**config.mk**
```make
export PLATFORM = sky130hd
export DESIGN_NAME = wb_dual_writer
export DESIGN_NICKNAME = d
export VERILOG_FILES = /design/src/rtl/wb_pkg.sv /design/src/rtl/wb_load_align.sv /design/src/rtl/wb_dual_writer.sv
export SDC_FILE = /design/constraint.sdc
export NUM_CORES = 1
export LEC_CHECK = 0
export CAP_MARGIN = 20
export CORE_ASPECT_RATIO = 0.75
export CORE_MARGIN = 3
export CORE_UTILIZATION = 39
export DETAILED_ROUTE_END_ITERATION = 12
export PLACE_DENSITY = 0.7
export SLEW_MARGIN = 10
export SYNTH_ARGS = -nofsm -noshare
export SYNTH_HDL_FRONTEND = slang
export SYNTH_SLANG_ARGS = --single-unit
```
**constraint.sdc**
```tcl
create_clock -name clk -period 8.75 [get_ports clk]
set_input_delay 1.75 -clock clk [delete_from_list [all_inputs] [get_ports clk]]
set_output_delay 1.75 -clock clk [all_outputs]
set_load 0.02 [all_outputs]
```
**src/rtl/wb_pkg.sv**
```systemverilog
// Shared encodings for the dual-issue writeback stage: load kinds, FSM
// states, byte-enable patterns and the registered slot record.
package wb_pkg;

    localparam logic [2:0] LD_NONE = 3'd0;
    localparam logic [2:0] LD_LB   = 3'd1;
    localparam logic [2:0] LD_LBU  = 3'd2;
    localparam logic [2:0] LD_LH   = 3'd3;
    localparam logic [2:0] LD_LHU  = 3'd4;
    localparam logic [2:0] LD_LW   = 3'd5;
    localparam logic [2:0] LD_LWL  = 3'd6;
    localparam logic [2:0] LD_LWR  = 3'd7;

    localparam logic [3:0] BE_NONE = 4'b0000;
    localparam logic [3:0] BE_ALL  = 4'b1111;
    localparam logic [3:0] BE_B3   = 4'b1000;
    localparam logic [3:0] BE_B32  = 4'b1100;
    localparam logic [3:0] BE_B321 = 4'b1110;
    localparam logic [3:0] BE_B210 = 4'b0111;
    localparam logic [3:0] BE_B10  = 4'b0011;
    localparam logic [3:0] BE_B0   = 4'b0001;

    typedef enum logic [1:0] {
        ST_IDLE = 2'd0,
        ST_W1   = 2'd1,
        ST_W2   = 2'd2
    } wb_state_t;

    typedef struct packed {
        logic [31:0] pc;
        logic        gr_we;
        logic [4:0]  dest;
        logic [2:0]  ld_op;
        logic [1:0]  addr_lo;
        logic [31:0] result;
        logic [31:0] ld_data;
    } wb_slot_t;

    // A slot only touches the regfile if it targets a real GPR.
    function automatic logic slot_writes(input wb_slot_t s);
        return s.gr_we && (s.dest != 5'd0);
    endfunction

endpackage

```
**src/rtl/wb_load_align.sv**
```systemverilog
// Per-slot write-data shaping: picks the ALU result or aligns the loaded
// word, and produces the matching regfile byte enables. LWL/LWR leave the
// data pre-shifted into the byte lanes they merge into.
module wb_load_align
    import wb_pkg::*;
(
    input  logic [2:0]  ld_op,
    input  logic [1:0]  addr_lo,
    input  logic [31:0] ld_data,
    input  logic [31:0] result,
    output logic [3:0]  we,
    output logic [31:0] wdata
);

    logic [7:0]  ld_byte;
    logic [15:0] ld_half;

    // Extract the addressed byte and halfword from the raw memory word.
    always_comb begin
        ld_byte = ld_data[7:0];
        case (addr_lo)
            2'd0: ld_byte = ld_data[7:0];
            2'd1: ld_byte = ld_data[15:8];
            2'd2: ld_byte = ld_data[23:16];
            2'd3: ld_byte = ld_data[31:24];
            default: ld_byte = ld_data[7:0];
        endcase
        ld_half = addr_lo[1] ? ld_data[31:16] : ld_data[15:0];
    end

    // Select enables and lane-aligned data for the load kind.
    always_comb begin
        we    = BE_ALL;
        wdata = result;
        case (ld_op)
            LD_NONE: wdata = result;
            LD_LB:   wdata = {{24{ld_byte[7]}}, ld_byte};
            LD_LBU:  wdata = {24'd0, ld_byte};
            LD_LH:   wdata = {{16{ld_half[15]}}, ld_half};
            LD_LHU:  wdata = {16'd0, ld_half};
            LD_LW:   wdata = ld_data;
            LD_LWL: begin
                case (addr_lo)
                    2'd0: begin we = BE_B3;   wdata = {ld_data[7:0], 24'd0};  end
                    2'd1: begin we = BE_B32;  wdata = {ld_data[15:0], 16'd0}; end
                    2'd2: begin we = BE_B321; wdata = {ld_data[23:0], 8'd0};  end
                    default: begin we = BE_ALL; wdata = ld_data; end
                endcase
            end
            LD_LWR: begin
                case (addr_lo)
                    2'd0: begin we = BE_ALL;  wdata = ld_data; end
                    2'd1: begin we = BE_B210; wdata = {8'd0, ld_data[31:8]};   end
                    2'd2: begin we = BE_B10;  wdata = {16'd0, ld_data[31:16]}; end
                    default: begin we = BE_B0; wdata = {24'd0, ld_data[31:24]}; end
                endcase
            end
            default: begin
                we    = BE_ALL;
                wdata = result;
            end
        endcase
    end

endmodule

```
**src/rtl/wb_dual_writer.sv**
```systemverilog
// Dual-issue writeback stage. Registers a retiring pair from MEM and drives
// the two regfile write ports plus the single trace port.
//
//  state   | meaning
//  IDLE    | nothing pending, ready for a pair
//  W1      | slot1 retiring (and slot2 too when not serialising)
//  W2      | slot2 retiring on its own (serial second half, or slot2-only pair)
module wb_dual_writer
    import wb_pkg::*;
#(
    parameter int SERIAL_TRACE = 1
) (
    input  logic        clk,
    input  logic        reset,

    input  logic        ms_valid_1,
    input  logic        ms_valid_2,
    output logic        ws_allowin,

    input  logic [31:0] ms_pc_1,
    input  logic [31:0] ms_pc_2,
    input  logic        ms_gr_we_1,
    input  logic        ms_gr_we_2,
    input  logic [4:0]  ms_dest_1,
    input  logic [4:0]  ms_dest_2,
    input  logic [2:0]  ms_ld_op_1,
    input  logic [2:0]  ms_ld_op_2,
    input  logic [1:0]  ms_addr_lo_1,
    input  logic [1:0]  ms_addr_lo_2,
    input  logic [31:0] ms_result_1,
    input  logic [31:0] ms_result_2,
    input  logic [31:0] ms_ld_data_1,
    input  logic [31:0] ms_ld_data_2,

    output logic [3:0]  rf_we_1,
    output logic [3:0]  rf_we_2,
    output logic [4:0]  rf_waddr_1,
    output logic [4:0]  rf_waddr_2,
    output logic [31:0] rf_wdata_1,
    output logic [31:0] rf_wdata_2,

    output logic [31:0] debug_wb_pc,
    output logic [3:0]  debug_wb_rf_wen,
    output logic [4:0]  debug_wb_rf_wnum,
    output logic [31:0] debug_wb_rf_wdata
);

    localparam logic SERIAL = (SERIAL_TRACE != 0);

    wb_state_t state, state_nxt;
    logic      slot_v_1, slot_v_2;
    wb_slot_t  slot_1, slot_2;
    wb_slot_t  ms_slot_1, ms_slot_2;

    logic      retire_1, retire_2;
    logic      last_pending;
    logic      accept;
    logic      trace_slot2;

    logic [3:0]  al_we_1, al_we_2;
    logic [31:0] al_wdata_1, al_wdata_2;

    assign ms_slot_1 = '{pc: ms_pc_1, gr_we: ms_gr_we_1, dest: ms_dest_1,
                         ld_op: ms_ld_op_1, addr_lo: ms_addr_lo_1,
                         result: ms_result_1, ld_data: ms_ld_data_1};
    assign ms_slot_2 = '{pc: ms_pc_2, gr_we: ms_gr_we_2, dest: ms_dest_2,
                         ld_op: ms_ld_op_2, addr_lo: ms_addr_lo_2,
                         result: ms_result_2, ld_data: ms_ld_data_2};

    wb_load_align u_align_1 (
        .ld_op   (slot_1.ld_op),
        .addr_lo (slot_1.addr_lo),
        .ld_data (slot_1.ld_data),
        .result  (slot_1.result),
        .we      (al_we_1),
        .wdata   (al_wdata_1)
    );

    wb_load_align u_align_2 (
        .ld_op   (slot_2.ld_op),
        .addr_lo (slot_2.addr_lo),
        .ld_data (slot_2.ld_data),
        .result  (slot_2.result),
        .we      (al_we_2),
        .wdata   (al_wdata_2)
    );

    // Which slots retire this cycle, and whether this cycle empties the stage.
    always_comb begin
        retire_1     = (state == ST_W1) && slot_v_1;
        retire_2     = (((state == ST_W1) && !SERIAL) || (state == ST_W2)) && slot_v_2;
        last_pending = ((state == ST_W1) && !(SERIAL && slot_v_2)) || (state == ST_W2);
        ws_allowin   = (state == ST_IDLE) || last_pending;
        accept       = ws_allowin && (ms_valid_1 || ms_valid_2);
    end

    // Next state: serial split first, then back-to-back accept, else drain to IDLE.
    always_comb begin
        state_nxt = state;
        if ((state == ST_W1) && SERIAL && slot_v_2) begin
            state_nxt = ST_W2;
        end else if (accept) begin
            state_nxt = ms_valid_1 ? ST_W1 : ST_W2;
        end else if (last_pending) begin
            state_nxt = ST_IDLE;
        end
    end

    // State register and pair capture; reset drops anything pending.
    always_ff @(posedge clk or posedge reset) begin
        if (reset) begin
            state    <= ST_IDLE;
            slot_v_1 <= 1'b0;
            slot_v_2 <= 1'b0;
            slot_1   <= '0;
            slot_2   <= '0;
        end else begin
            state <= state_nxt;
            if (accept) begin
                slot_v_1 <= ms_valid_1;
                slot_v_2 <= ms_valid_2;
                slot_1   <= ms_slot_1;
                slot_2   <= ms_slot_2;
            end else if (state_nxt == ST_IDLE) begin
                slot_v_1 <= 1'b0;
                slot_v_2 <= 1'b0;
            end
        end
    end

    // Regfile ports: enables gated by retirement and a real destination.
    always_comb begin
        rf_we_1    = (retire_1 && slot_writes(slot_1)) ? al_we_1 : BE_NONE;
        rf_we_2    = (retire_2 && slot_writes(slot_2)) ? al_we_2 : BE_NONE;
        rf_waddr_1 = slot_1.dest;
        rf_waddr_2 = slot_2.dest;
        rf_wdata_1 = al_wdata_1;
        rf_wdata_2 = al_wdata_2;
    end

    // Trace port: slot2 when it is the one retiring or, in a merged cycle, when it writes.
    always_comb begin
        trace_slot2       = (state == ST_W2) ||
                            (!SERIAL && (state == ST_W1) && (rf_we_2 != BE_NONE));
        debug_wb_pc       = '0;
        debug_wb_rf_wen   = BE_NONE;
        debug_wb_rf_wnum  = '0;
        debug_wb_rf_wdata = '0;
        if (trace_slot2) begin
            debug_wb_pc       = slot_2.pc;
            debug_wb_rf_wen   = rf_we_2;
            debug_wb_rf_wnum  = rf_waddr_2;
            debug_wb_rf_wdata = rf_wdata_2;
        end else if (state == ST_W1) begin
            debug_wb_pc       = slot_1.pc;
            debug_wb_rf_wen   = rf_we_1;
            debug_wb_rf_wnum  = rf_waddr_1;
            debug_wb_rf_wdata = rf_wdata_1;
        end
    end

endmodule

```
==> summary.md, run 1 <==
| Metric | Value |
|---|---|
| Peak VDD IR | `366.7 µV` |
| Worst Skew | `0.006005 ns` |
| Final setup margin | `2.816 ns` |
| Worst slew margin | `26.65%` |
| Number of enable flip-flop cells after synthesis | `0` |
| Final hold violation count | `0` |
| Worst-Skew Late Latency | `0.53 ns` |
| Root buffer cell | `clkbuf_16` |
| Hold buffer count at cts | `0` |
| Sequential power share | `23.4%` |
| Input/output buffers | `373` |
| Register bit total from synthesis | `218` |
| Synth top area cells | `dfrtp_1 (43%), mux2_2 (19%), a22o_1 (5.1%)` |
| Worst-path cell chain | `inv_1 -> a21oi_1 -> a21oi_1 -> a21oi_1 -> a22o_1 -> clkdlybuf4s50_1` |
| RSZ-0062 raised after global routing | `false` |
| Post-DP HPWL | `38760 µm` |
| Hold/Removal Path Class | `flip-flop to flip-flop` |
| Required @ worst endpoint | `7.00 ns` |
| Die X | `214.9 µm` |
| Drc violations | `0` |
| Slowest stage cell, crit path | `a21oi_1` |
| Startpoint Class | `flip-flop` |
| P_sw | `4.411 mW` |
| Critical path depth | `6` |
| Vias in the first global route | `11.18k` |
| Cell family with most CP delay | `compound AO/OA/AOI/OAI gates` |
| Initial antenna violation count | `2` |
| Final Instance Area | `17390 µm²` |
| Primary FF master, synth | `dfrtp_1` |
| 1st-pass router iterations | `6` |
| Critical path capture point type | `primary output` |
| Setup WS pre-CTS | `3.486 ns` |
| Clk sinks | `218` |
| Pint | `4.790 mW` |
| Syn Inst Count | `1175` |
| Fill count | `2839` |
| Post-CTS Resized | `0` |
| Final period utilization | `67.82%` |
| Overall routing resource usage | `28.12%` |
| Area leader, netlist | `dfrtp_1` |
| Crit-path max FO | `24` |
| Vias per cell | `5.911` |
| Reg-to-reg slack, setup | `5.40 ns` |
| Via count | `11.46k` |
| Register area | `5455 µm²` |
| Longest Clk Path Bufs | `3` |
| Largest net degree at the start of global routing | `85` |
| Mapped Area | `12760 µm²` |
| Routed Antenna Nets | `0` |
| Die Ht | `162.6 µm` |
| Max stage delay on crit path | `0.92 ns` |
| Placed cell area | `16580 µm²` |
| CTS H-tree depth | `1` |
| Post-CTS setup buffer count | `0` |
| Max Slew Vio Count | `0` |
| Total grt overflow | `0` |
| Yosys cell types | `80` |
| Sequential-to-total area share from yosys stat | `42.76%` |
| Endpoints failing setup | `0` |
| Switch share | `47.94%` |
| CP most frequent cell | `a21oi_1` |
| Comb pwr share | `65.4%` |
| Avg WL per Cell | `26.45 µm` |
| Outcome | `completed` |
| Cell Rows | `56` |
| TritonCTS clock tree | `done` |
| Worst reg2reg path depth | `4` |
| Core region area | `31740 µm²` |
| I/O Pins | `374` |
| Layout area overhead | `36.31%` |
| Achievable frequency | `168.5 MHz` |
| Slew @ Worst Pin | `1.100 ns` |
| CP Buf/Inv Count | `2` |
| Final min period | `5.934 ns` |
| Fin nets | `1702` |
| Die area | `34940 µm²` |
| Number of buffers created by CTS | `24` |
| Syn avg cell area | `10.86 µm²` |
| Drt initial violations | `1272` |
| Share of post-route cells with drive strength above 1 | `20.32%` |
| Initial core utilization | `40.20%` |
| Post-Syn Nets | `1393` |
| Hold depth | `1` |
| Clock Pin Slew Worst Setup and Hold Paths | `0.06 ns` |
| Crit path DAT | `4.18 ns` |
| Power per standard cell area | `529.0 nW/µm²` |
| Max-Cap Viols | `0` |
| First-pass GRT wire length | `74310 µm` |
| Leakage | `6.900 nW` |
| Area share of the largest cell type after synthesis | `42.76%` |
| Total wire length | `51270 µm` |
| Final Wtd Congestion | `1.012` |
| Critical path class | `flip-flop to primary output` |
| Async set-or-reset flop fraction in the synthesized netlist | `100.0%` |
| Synthesis Warnings | `0` |
| Setup TNS | `0 ns` |
| Clk pwr share | `11.2%` |
| Area of the multi-input gates | `6663 µm²` |
-- power by group through the flow --
stage / clock [mW] / sequential [mW] / combinational, mW
after floorplan: 0 / 1.83 / 3.73
after global placement: 0 / 2.12 / 5.97
after detailed placement: 0 / 2.13 / 5.97
after CTS: 1.06 / 2.12 / 5.99
after global routing: 1.10 / 2.20 / 6.31
final: 1.03 / 2.15 / 6.02
-- routing by layer --
metal	vias up	global-route usage (%)	share of wire [%]
li1	5074	-	-
met1	5650	39.31	43
met2	626	41.66	43
met3	105	7.087	9.3
met4	0	11.82	4.8
met5	-	0	0
-- placed cells by master, fill, tap and decap left out, drive strengths merged, types with 12 or more instances in the layout --
cell	instances
a31oi	17
o2bb2ai	12
o21ai	40
clkdlybuf4s50	373
buf	17
inv	12
mux2i	31
nor3	14
mux2	220
o211ai	19
a22oi	18
nand3	18
nor2b	12
a21oi	50
a22o	74
nor2	104
dfrtp	218
nand2	48
clkbuf	31
-- per-stage QoR --
step                total power, mW  cells  util, %  hold slack (ns)
floorplan                     5.561   1175        -           0.4804
global placement              8.093   1893    52.22           0.4886
detailed placement            8.100   1893    52.22           0.4961
CTS                           9.168   1936    54.78           0.5106
global route                  9.605   1938    54.79           0.5193
finish                        9.201   1938    54.79           0.5061
-- final timing paths --
| kind | to | from |
|---|---|---|
| setup / recovery | debug_wb_rf_wdata[11] | slot_1[68]$_DFFE_PP0P_ |
| hold / removal | slot_2[95]$_DFFE_PP0P_ | slot_2[95]$_DFFE_PP0P_ |
| setup reg to reg | slot_2[106]$_DFFE_PP0P_ | state[1]$_DFF_PP0_ |
| hold reg to reg | slot_2[95]$_DFFE_PP0P_ | slot_2[95]$_DFFE_PP0P_ |
| max in group asynchronous | slot_2[74]$_DFFE_PP0P_ | reset |
| min in group asynchronous | slot_1[29]$_DFFE_PP0P_ | reset |
-- cell type report --
type                            count  share of cell area, %
Inverter                           12                 0.3022
Multi-Input combinational cell    838                  38.31
Clock buffer                       31                  3.892
Antenna cell                        2                0.02878
Clock inverter                     12                 0.7698
Timing Repair Buffer              390                  22.20
Sequential cell                   218                  31.37
Tap cell                          435                  3.129
-- synthesized netlist by cell type (5+ instances only) --
| library cell | instances |
|---|---|
| mux2_2 | 216 |
| a222oi_1 | 8 |
| buf_6 | 5 |
| nor2_1 | 103 |
| nand3_1 | 17 |
| mux2i_1 | 31 |
| a211oi_1 | 6 |
| o31ai_1 | 8 |
| a31oi_1 | 16 |
| buf_2 | 35 |
| o211ai_1 | 19 |
| a22o_1 | 74 |
| inv_1 | 8 |
| a21oi_1 | 49 |
| a21o_1 | 8 |
| nand2_1 | 47 |
| clkbuf_1 | 31 |
| a2bb2oi_1 | 8 |
| nand2b_1 | 11 |
| o221ai_1 | 8 |
| o21a_1 | 10 |
| dfrtp_1 | 218 |
| o21ai_0 | 39 |
| and3b_1 | 5 |
| a221oi_1 | 8 |
| nor3_1 | 13 |
| buf_4 | 36 |
| o2bb2ai_1 | 12 |
| a22oi_1 | 18 |
| nor2b_1 | 12 |
-- cells by family (layout without fill, tap and decap cells) --
family / after synthesis / after routing / share of synthesized area (%)
other cells: 0 / 2 / 0
buf+inv: 119 / 445 / 5.198
mux: 255 / 255 / 22.61
simple gates: 241 / 241 / 9.071
flops: 218 / 218 / 42.76
xor+xnor: 1 / 1 / 0.06866
compound gates: 339 / 339 / 20.13
fa+ha+maj: 2 / 2 / 0.1569
-- worst register-to-register path, delay by kind of cell (launching register included) --
family,cells,cell delay (ns)
AOI/OAI and AO/OA,2,1.33
buffers and inverters,1,0.92
muxes,1,0.53
DFF,1,0.46
-- registers in the layout, summed over array words and instances (netlist names) --
signal / flops
rf_waddr_1: 5
rf_waddr_2: 5
slot_1: 102
slot_2: 102
slot_v_1: 1
slot_v_2: 1
state: 2
No activity file was read; power rests on OpenSTA's default activity.
==> run 2, diff against run 1 <==
Clock period 8.75 ns to 6.05 ns, I/O delays scaled along.
==> summary.md, run 2 (same netlist as run 1, synthesis figures left out) <==
| Metric | Value |
|---|---|
| Final hold violation count | `0 (unchanged)` |
| Slowest stage cell, crit path | `dfrtp_1` |
| Critical path capture point type | `primary output` |
| Outcome | `completed` |
| Vias in the first global route | `11.16k (-0.21%)` |
| Routed Antenna Nets | `0 (unchanged)` |
| Power per standard cell area | `768.7 nW/µm² (+45%)` |
| Vias per cell | `5.932 (+0.36%)` |
| Required @ worst endpoint | `4.84 ns (-2.16 ns)` |
| Layout area overhead | `36.65%` |
| Hold buffer count at cts | `0 (unchanged)` |
| Overall routing resource usage | `28.12% (about the same)` |
| Clock Pin Slew Worst Setup and Hold Paths | `0.06 ns (about the same)` |
| Worst Skew | `0.01006 ns (+0.004058 ns)` |
| Fill count | `2818 (-0.74%)` |
| Leakage | `6.924 nW (+0.35%)` |
| Worst-Skew Late Latency | `0.53 ns (about the same)` |
| Initial antenna violation count | `3 (+1)` |
| Final min period | `5.343 ns` |
| Worst-path cell chain | `clkinv_1 -> nand2_2 -> nor2_1 -> a31oi_1 -> a22o_1 -> clkdlybuf4s50_1` |
| First-pass GRT wire length | `74510 µm (+0.27%)` |
| Most frequent cells in the layout | `clkdlybuf4s50_1 (373), dfrtp_1 (218), mux2_2 (216)` |
| Share of post-route cells with drive strength above 1 | `20.48% (+0.16 points)` |
| Die X | `214.9 µm (unchanged)` |
| Post-DP HPWL | `38550 µm (-0.54%)` |
| Initial core utilization | `40.20% (unchanged)` |
| Startpoint Class | `flip-flop` |
| Peak VDD IR | `505.4 µV (+38%)` |
| Setup TNS | `0 ns (unchanged)` |
| Die Ht | `162.6 µm (unchanged)` |
| CP Buf/Inv Count | `2 (unchanged)` |
| Input/output buffers | `373 (unchanged)` |
| Cell family with most CP delay | `buffers and inverters` |
| Crit-path max FO | `35 (+46%)` |
| Max-Cap Viols | `0 (unchanged)` |
| Core region area | `31740 µm² (unchanged)` |
| TritonCTS clock tree | `done` |
| 1st-pass router iterations | `6 (unchanged)` |
| Endpoints failing setup | `0 (unchanged)` |
| Clk sinks | `218 (unchanged)` |
| I/O Pins | `374 (unchanged)` |
| Final period utilization | `88.31%` |
| Drt initial violations | `1092 (-14%)` |
| Drc violations | `0 (unchanged)` |
| Number of buffers created by CTS | `23 (-4.2%)` |
| Max stage delay on crit path | `0.94 ns (+0.02 ns)` |
| Final Wtd Congestion | `1.018 (+0.60%)` |
| Fin nets | `1706 (+0.24%)` |
| Cell Rows | `56 (unchanged)` |
| Die area | `34940 µm² (unchanged)` |
| Total wire length | `51070 µm (-0.38%)` |
| CTS H-tree depth | `1 (unchanged)` |
| Avg WL per Cell | `26.31 µm (-0.54%)` |
| Largest net degree at the start of global routing | `156 (+84%)` |
| Root buffer cell | `clkbuf_16` |
| Achievable frequency | `187.2 MHz` |
| Worst slew margin | `35.59% (+8.9 points)` |
| Crit path DAT | `4.13 ns (-0.05 ns)` |
| Final core occ | `54.93% (+0.13 points)` |
| Via count | `11.51k (+0.52%)` |
| Critical path class | `flip-flop to primary output` |
| RSZ-0062 raised after global routing | `false` |
| Longest Clk Path Bufs | `3 (unchanged)` |
| Top Registers | `slot_1 (102), slot_2 (102)` |
| Post-CTS setup buffer count | `0 (unchanged)` |
| Max Slew Vio Count | `0 (unchanged)` |
| Post-CTS Resized | `0 (unchanged)` |
| Slew @ Worst Pin | `0.9662 ns (-0.1340 ns)` |
| Register area | `5455 µm² (unchanged)` |
| Area of the multi-input gates | `6663 µm² (unchanged)` |
| Most common cell after layout, fill and taps aside | `clkdlybuf4s50_1` |
| Total grt overflow | `0 (unchanged)` |
| Hold/Removal Path Class | `flip-flop to flip-flop` |
| Worst hold slack | `0.5076 ns (+0.001557 ns)` |
## run 2: layout make-up
cell class,instances,area share (%)
repair buffers,395,22.51
diodes,2,0.02871
inverters,12,0.2799
well taps,435,3.122
multi-input cells,838,38.22
clock inverters,10,0.7392
clock buffers,31,3.818
flip-flops and latches,218,31.29
## run 2: final timing paths
| check | from | endpoint | slack, ns | cells past startpoint |
|---|---|---|---|---|
| worst max-delay path | slot_2[68]$_DFFE_PP0P_ | debug_wb_rf_wdata[17] | 0.71 | 6 |
| worst min-delay path | slot_2[93]$_DFFE_PP0P_ | slot_2[93]$_DFFE_PP0P_ | 0.51 | 1 |
| worst max register to register | state[1]$_DFF_PP0_ | slot_2[65]$_DFFE_PP0P_ | 3.27 | 4 |
| worst min register to register | slot_2[93]$_DFFE_PP0P_ | slot_2[93]$_DFFE_PP0P_ | 0.51 | 1 |
| max in group asynchronous | reset | slot_1[43]$_DFFE_PP0P_ | 4.04 | 3 |
| min in group asynchronous | reset | slot_1[29]$_DFFE_PP0P_ | 1.20 | 3 |
## run 2: power by group
group,switching [mW],internal [mW],leakage [nW]
logic,4.83,3.86,3.98
registers,0.996,2.21,2.54
clock network,0.609,0.898,0.399
## run 2: routing by layer
metal	wire length, µm	global-route usage, %	up-vias
li1	-	-	5068
met1	21500	38.58	5660
met2	22060	42.58	688
met3	5259	7.665	96
met4	2246	10.85	2
met5	10	0	-
## run 2: through the flow
step | power [mW] | setup slack, ns | instance area, µm² | instances
final | 13.40 | 0.7074 | 17430 | 1941
after global routing | 13.97 | 0.5759 | 17430 | 1941
after CTS | 13.32 | 0.8076 | 17420 | 1938
after detailed placement | 11.75 | 1.378 | 16630 | 1897
after global placement | 11.73 | 1.414 | 16630 | 1897
after floorplan | 8.043 | 2.000 | 12760 | 1175
